[config.mk]
export PLATFORM = sky130hd
export DESIGN_NAME = flash_bus_writer
export DESIGN_NICKNAME = d
export VERILOG_FILES = /design/src/rtl/flash_bus_writer.sv
export SDC_FILE = /design/constraint.sdc
export NUM_CORES = 1
export LEC_CHECK = 0
export ABC_AREA = 1
export BUFFER_PORTS_ARGS = -buffer_cell sky130_fd_sc_hd__buf_2
export CELL_PAD_IN_SITES_DETAIL_PLACEMENT = 1
export CELL_PAD_IN_SITES_GLOBAL_PLACEMENT = 1
export CORE_UTILIZATION = 30
export CTS_BUF_LIST = sky130_fd_sc_hd__clkbuf_8
export CTS_CLUSTER_DIAMETER = 40
export DETAILED_ROUTE_END_ITERATION = 10
export HOLD_SLACK_MARGIN = 0.15
export PLACE_DENSITY = 0.63
export SLEW_MARGIN = 5
export SYNTH_ARGS = -nofsm -noshare
export SYNTH_HDL_FRONTEND = slang
export SYNTH_SLANG_ARGS = --single-unit
export TNS_END_PERCENT = 100
[constraint.sdc]
create_clock -name clk2 -period 3.8 [get_ports clk2]
set_clock_uncertainty 0.05 [all_clocks]
set_input_delay 0.76 -clock clk2 [delete_from_list [all_inputs] [get_ports clk2]]
set_output_delay 0.76 -clock clk2 [all_outputs]
set_load 0.02 [all_outputs]
[src/rtl/flash_bus_writer.sv]
// flash_bus_writer: turns tagged bytes into NAND write-cycle pin sequences, optionally waiting on R/B#.
// Define FLASH_BUSY_TIMEOUT_EN to bound the R/B# wait by TIMEOUT cycles and report timeout_err.
module flash_bus_writer #(
    parameter int TWP = 2,
    parameter int TWH = 2,
    parameter int TWB = 4
`ifdef FLASH_BUSY_TIMEOUT_EN
    ,
    parameter int TIMEOUT = 1023
`endif
) (
    input  logic       clk2,
    input  logic       NReset,
    input  logic [7:0] FDataIn,
    input  logic [1:0] byte_type,
    input  logic       wait_busy,
    input  logic       byte_valid,
    output logic       byte_ready,
    input  logic       flash_rb,
    output logic       nCE,
    output logic       CLE,
    output logic       ALE,
    output logic       nWE,
    output logic [7:0] IO,
    output logic       io_oe,
    output logic       done,
    output logic       proto_err,
    output logic       timeout_err
);
    localparam int CW = 8;

    typedef enum logic [2:0] {IDLE, SETUP, WE_LOW, WE_HIGH, WB_HOLD, BUSY_WAIT} state_t;

    state_t        state_q, state_d;
    logic [CW-1:0] cnt_q, cnt_d;
    logic [7:0]    data_q, data_d;
    logic [1:0]    type_q, type_d;
    logic          wb_q, wb_d;
    logic          rb_s1_q, rb_s2_q;
    logic          nce_q, nce_d, cle_q, cle_d, ale_q, ale_d, nwe_q, nwe_d, io_oe_q, io_oe_d;
    logic          done_q, done_d, byte_ready_q, byte_ready_d, proto_err_q, proto_err_d;
    logic          accept, last, drive, tmo_hit;

    assign accept = byte_valid & byte_ready_q;
    assign last   = cnt_q == '0;

`ifdef FLASH_BUSY_TIMEOUT_EN
    logic [15:0] tmo_q, tmo_d;
    logic        timeout_err_q, timeout_err_d;

    assign tmo_hit = state_q == BUSY_WAIT && !rb_s2_q && tmo_q == 16'(TIMEOUT - 1);

    always_comb begin
        tmo_d         = state_q == BUSY_WAIT ? tmo_q + 16'd1 : 16'd0;
        timeout_err_d = accept ? 1'b0 : (timeout_err_q | tmo_hit);
    end

    always_ff @(posedge clk2 or negedge NReset) begin
        if (!NReset) begin
            tmo_q         <= '0;
            timeout_err_q <= 1'b0;
        end else begin
            tmo_q         <= tmo_d;
            timeout_err_q <= timeout_err_d;
        end
    end

    assign timeout_err = timeout_err_q;
`else
    assign tmo_hit     = 1'b0;
    assign timeout_err = 1'b0;
`endif

    always_comb begin
        state_d = state_q;
        cnt_d   = last ? cnt_q : cnt_q - 1'b1;
        case (state_q)
            IDLE:      state_d = accept ? SETUP : IDLE;
            SETUP: begin
                state_d = WE_LOW;
                cnt_d   = CW'(TWP - 1);
            end
            WE_LOW: if (last) begin
                state_d = WE_HIGH;
                cnt_d   = CW'(TWH - 1);
            end
            WE_HIGH: if (last) begin
                state_d = wb_q ? WB_HOLD : IDLE;
                cnt_d   = wb_q ? CW'(TWB - 1) : '0;
            end
            WB_HOLD:   state_d = last ? BUSY_WAIT : WB_HOLD;
            BUSY_WAIT: state_d = (rb_s2_q || tmo_hit) ? IDLE : BUSY_WAIT;
            default:   state_d = IDLE;
        endcase
    end

    // Pins are registered from the next state so they line up with the state they describe.
    always_comb begin
        data_d       = accept ? FDataIn : data_q;
        type_d       = accept ? byte_type : type_q;
        wb_d         = accept ? wait_busy : wb_q;
        drive        = state_d inside {SETUP, WE_LOW, WE_HIGH};
        nce_d        = state_d == IDLE;
        cle_d        = drive && type_d == 2'b10;
        ale_d        = drive && type_d == 2'b01;
        nwe_d        = state_d != WE_LOW;
        io_oe_d      = drive;
        done_d       = state_q != IDLE && state_d == IDLE;
        byte_ready_d = state_d == IDLE;
        proto_err_d  = proto_err_q | (accept && byte_type == 2'b11);
    end

    always_ff @(posedge clk2 or negedge NReset) begin
        if (!NReset) begin
            state_q      <= IDLE;
            cnt_q        <= '0;
            data_q       <= '0;
            type_q       <= '0;
            wb_q         <= 1'b0;
            rb_s1_q      <= 1'b0;
            rb_s2_q      <= 1'b0;
            nce_q        <= 1'b1;
            cle_q        <= 1'b0;
            ale_q        <= 1'b0;
            nwe_q        <= 1'b1;
            io_oe_q      <= 1'b0;
            done_q       <= 1'b0;
            byte_ready_q <= 1'b0;
            proto_err_q  <= 1'b0;
        end else begin
            state_q      <= state_d;
            cnt_q        <= cnt_d;
            data_q       <= data_d;
            type_q       <= type_d;
            wb_q         <= wb_d;
            rb_s1_q      <= flash_rb;
            rb_s2_q      <= rb_s1_q;
            nce_q        <= nce_d;
            cle_q        <= cle_d;
            ale_q        <= ale_d;
            nwe_q        <= nwe_d;
            io_oe_q      <= io_oe_d;
            done_q       <= done_d;
            byte_ready_q <= byte_ready_d;
            proto_err_q  <= proto_err_d;
        end
    end

    assign byte_ready = byte_ready_q;
    assign nCE        = nce_q;
    assign CLE        = cle_q;
    assign ALE        = ale_q;
    assign nWE        = nwe_q;
    assign IO         = data_q;
    assign io_oe      = io_oe_q;
    assign done       = done_q;
    assign proto_err  = proto_err_q;
endmodule
; ---- Yosys cells after proc, flatten, opt, wreduce, memory -nomap -nowiden
; Index checks and enable logic that the tools add are counted.
[totals]
reg_bits = 32
out_inout_bits = 17
word_cells = 52
[op_classes]
add_sub_neg = 1
n_eq_ne = 12
muxes = 13
bitwise = 2
n_reduce_logical = 9
[ops]
columns = cell, count
row1 = two-way mux 8 bit, 3
row2 = one-hot mux 8 bit (3 select lines), 1
row3 = one-hot mux 3 bit (6 select lines), 1
row4 = equality test 3 x 2 -> 1 bit (second input constant), 4
row5 = two-way mux 3 bit, 4
row6 = zero test 8 bit, 1
row7 = subtractor 8 x 1 -> 8 bit (second input constant), 1
row8 = equality test 3 x 1 -> 1 bit (second input constant), 2
row9 = equality test 3 bit (second input constant), 2
row10 = zero test 3 bit, 2
row11 = nonzero test 3 bit, 2
row12 = equality test 2 bit (second input constant), 2
row13 = logical AND 1 bit, 4
row14 = two-way mux 2 bit, 2
row15 = inequality test 3 x 2 -> 1 bit (second input constant), 1
row16 = equality test 2 x 1 -> 1 bit (second input constant), 1
row17 = two-way mux 1 bit, 2
row18 = AND 1 bit, 1
row19 = OR 1 bit, 1

; ---- Longest topological paths before layout
[depth]
depth_word = 6
depth_mapped = 9
ltp_nobuf = 9

; ---- Worst setup path after synthesis
; Ideal clock, no wire load.
[synth_path]
path_kind = reg-to-reg
start = reg cnt_q[0]
end = reg cnt_q[0]
arrival_ns = 1.400
path_slack_ns = 2.227
path_stages_with_launch = 9
path_cell_list = dfrtp_1 -> inv_1 -> ha_1 -> nand2_1 -> nor2_8 -> inv_1 -> ha_1 -> nor2_1 -> a21oi_1
[synth_between]
elab_chain_len = 4
elab_cells_between_ends = 6
classes_between = add/sub (1) / mux (4) / reduce/logical (1)
[synth_rtl]
columns = element, line
row1 = start: declaration, 35  ; logic [CW-1:0] cnt_q, cnt_d;
row2 = start signal: assignment, 132  ; cnt_q <= cnt_d;
row3 = subtractor 8 x 1 -> 8 bit / zero test 8 bit (equally long branches), "76, 45"
row4 = two-way mux 8 bit, 76  ; cnt_d = last ? cnt_q : cnt_q - 1'b1;
row5 = "two-way mux 8 bit, on equally long branches", "87, 83"
row6 = one-hot mux 8 bit (3 select lines) *, 77  ; case (state_q)
row7 = net cnt_d[0], 35
; Mark *: on every way through the listed nets, which the timed path passes. The rest lies on a longest branch.
; A chain may end at the register's enable or synchronous reset.

; ---- Final worst setup path
[layout_path]
start = in byte_valid
end = reg cle_q, in the netlist CLE
[layout_between]
elab_cells_between_ends = 10
classes_between = eq/ne (4) / mux (3) / bitwise (1) / reduce/logical (2)
[layout_rtl]
columns = element, line
row1 = start: declaration, 17  ; input logic byte_valid,
row2 = AND 1 bit, 44  ; assign accept = byte_valid & byte_ready_q;
row3 = two-way mux 2 bit, 100  ; type_d = accept ? byte_type : type_q;
row4 = net type_d[1], 37  ; logic [1:0] type_q, type_d;
row5 = equality test 2 bit, 104  ; cle_d = drive && type_d == 2'b10;
row6 = logical AND 1 bit, 104
row7 = net cle_d, 40  ; logic nce_q, nce_d, cle_q, cle_d, ale_q, ale_d, nwe_q, nwe_d, io_oe_q, io_oe_d;
row8 = end signal: assignment, 139  ; cle_q <= cle_d;
row9 = end: declaration, 40
; The timed path passes the listed nets, and every way through them passes these cells.

==> results.cfg <==
[global_route]
first_pass_grt_wire_length_um = 5910
first_global_vias = 1356
grtUsageMet3 = 0.0338
global_route.overflow_total = 0
initial_antenna_violation_count = 0
grt-busiest-layer = met2
grtUsageMet1 = 0.161
grtUsageTotal = 0.152
groute.layer.met2.usage = 0.281
grt_start_max_net_pins = 33

[final_layout]
layout-area-overhead-vs-synth_pct = 22.4
layout-drive-gt1-share = 0.263
fillCellCount = 563
design_area_um2 = 1780
antenna_cells_inserted = 0
final_net_count = 221

[floorplanning]
die_width_um = 71.6
total_die_area_um2 = 5120
floorplan.initialDensity = 0.322
rows = 24
placeable_core_region_um2 = 4500
ioPinCount = 32
die_height_um = 71.6

[sta]
fin_crit_ns = 1.93
rsz0062_at_grt = false
max-slew-margin-rel = 0.523
final_max_slew_viol_count = 0
achievable-frequency_mhz = 517
report.final.hold_viol_count = 0
setup_viol_count_final = 0
worst_slew_pin_slew_ns = 0.716
post-route-period-util = 0.509
setup_tns_ns = 0

[place]
placed_area_um2 = 1650
gp_routability_congestion = 0.743
dp_hpwl_um = 2570
buffer_ports.inserted = 30

[critical_path]
cp-end-kind = register
reg2reg_from = byte_ready
worstSetupStartpointType = primary input
timing.setup.critical_path_class = primary input to register
required_ns = 3.97
reg2regPathDepth = 7
reg2reg_setup_slack_ns = 2.06
cp_data_arrival_time_ns = 2.11
cp_cell_instances = buf_2 -> nand2_1 -> inv_1 -> nand2_1 -> o21ai_1 -> inv_1 -> or2_1 -> nor2_1
max_stage_delay_ns = 0.39
critPathMaxFanout = 13
worst_path_max_delay_cell = inv_1
r2r_end = CLE

[drt]
wl_um = 3380
via_count = 1179
ant_nets = 0
drt-initial-drc-count = 34
residual_drc_count = 0
detailed_routing_iterations_pass_1 = 4
routed_via_density = 4.59
avgRoutedWirePerCell_um = 13.1

[power]
switching_share = 0.393
power.static_leakage_uw = 0.000994
power.switching_uw = 598
seqPwrFrac = 0.370
internal_power_uw = 925
vdd_ir_drop_max_v = 0.000295
p_per_cell_area_nw_per_um2 = 857
design_power_total_uw = 1520
power.combinational.fraction = 0.393
power_frac_clock = 0.236

[clock_network]
worstSkewPairLatency_ns = 0.29
cts_tree = yes
cts_resized = 0
cts_post_setup_buffers_inserted = 0
cts_num_sinks = 32
cts_root_buffer = clkbuf_8
cts_max_path_buffers = 2
cts.clk_slew.worst_paths_ns = 0.07
cts-htree-levels = 2
cts_inserted_buffers = 5
ctsHoldBuffers = 0

[synthesis]
yosys_warnings = 0
synth_async_sr_flop_share = 1.00
post_synth_num_cell_types = 26
synth_area_um2 = 1450
postSynthNetCount = 187
synth.yosys.seq_area_share = 0.553
synth-main-ff-cell = dfrtp_1
ys_ff_latch = 32
synthCells = 170
edff_count_synth = 0
post_synthesis_average_cell_area_um2 = 8.54

[run]
maxCapViolations = 0

[min_path]
worstHoldPathType = register to register
min_delay_path_depth = 0
worstHoldStart = rb_s1_q
hold_path_end = rb_s2_q

[run_status]
run_status = finished clean
==> placed cells by master, fill, tap and decap left out, drive strengths merged <==
cell     n
inv     26
clkbuf   7
nor3     2
dfstp    2
nand2   54
dfrtp   30
o21bai   1
xor2     1
or2      3
nand3b   1
conb     1
nor2    23
o21ai    5
nand3    7
bufinv   1
a21oi    9
buf     30
ha       2
==> sequential cells by signal (all words and copies together) (netlist names) <==
signal      flops
nWE             1
nCE             1
rb_s2_q         1
CLE             1
ALE             1
rb_s1_q         1
io_oe           1
byte_ready      1
done            1
state_q         3
wb_q            1
cnt_q           8
proto_err       1
IO              8
type_q          2
==> cell type report <==
class	count	area, um2	share of cell area
Sequential cell	32	803	0.452
Multi-Input combinational cell	109	536	0.301
Timing Repair Buffer	30	150	0.0844
Inverter	26	97.6	0.0549
Clock buffer	7	96.3	0.0542
Tap cell	52	65.1	0.0366
Clock inverter	1	30.0	0.0169
==> metal layers <==
metal / routed length, um / share of wire / vias to the layer above
met5: 0 / 0 / -
met4: 77 / 0.023 / 0
met1: 1360 / 0.40 / 575
met2: 1840 / 0.54 / 19
li1: - / - / 577
met3: 104 / 0.031 / 8
==> worst max path at each step <==
stage	cells after the start	startpoint	slack [ns]	endpoint
after floorplan	8	cnt_q[0]	2.23	cnt_q[0]
after global placement	8	byte_valid	1.64	CLE
after detailed placement	8	byte_valid	1.52	CLE
after CTS	8	byte_valid	1.82	CLE
after global routing	10	byte_valid	1.66	done
final	8	byte_valid	1.87	CLE
==> critical path, delay by kind of cell <==
family / cells / cell delay [ns]
simple gates: 4 / 0.65
buf+inv: 3 / 0.55
compound gates: 1 / 0.14
==> cell families (layout without fill, tap and decap cells) <==
kind of cell | after synthesis | count (layout) | share of synthesized area
AO/OA/AOI/OAI | 15 | 15 | 0.0560
XOR/XNOR | 1 | 1 | 0.00603
adder cells (fa/ha/maj) | 2 | 2 | 0.0172
buffers and inverters | 29 | 64 | 0.0784
flip-flops | 32 | 32 | 0.553
other | 1 | 1 | 0.00258
AND/OR/NAND/NOR | 90 | 90 | 0.287
==> cell usage after synthesis, types with 2 or more instances <==
cell | count | area, um2
nor2_2 | 2 | 12.5
o21ai_1 | 2 | 10.0
a21oi_1 | 8 | 40.0
nor3_1 | 2 | 10.0
inv_1 | 26 | 97.6
o21ai_0 | 3 | 15.0
nand2_1 | 50 | 188
dfrtp_1 | 30 | 751
nand3_1 | 5 | 25.0
nand2_2 | 4 | 25.0
nand3_2 | 2 | 20.0
nor2_4 | 2 | 22.5
dfstp_2 | 2 | 52.6
or2_2 | 2 | 12.5
ha_1 | 2 | 25.0
nor2_1 | 18 | 67.6
==> power groups by stage <==
| stage | Clock (uW) | Sequential [uW] | Combinational (uW) |
|---|---|---|---|
| 4_1_cts | 369 | 568 | 610 |
| 3_3_place_gp | 0 | 562 | 583 |
| 2_1_floorplan | 0 | 642 | 348 |
| 3_5_place_dp | 0 | 571 | 608 |
| 6_report | 360 | 565 | 599 |
| 5_1_grt | 380 | 584 | 677 |
==> through the flow <==
step | hold WS (ns) | worst slack (ns) | instances | util
final | 0.303 | 1.87 | 257 | 0.395
after global routing | 0.309 | 1.66 | 257 | 0.395
after CTS | 0.302 | 1.82 | 257 | 0.395
after detailed placement | 0.286 | 1.52 | 249 | 0.367
after global placement | 0.284 | 1.64 | 249 | 0.367
after floorplan | 0.281 | 2.23 | 170 | -
Power figures use the tool's default switching activity.
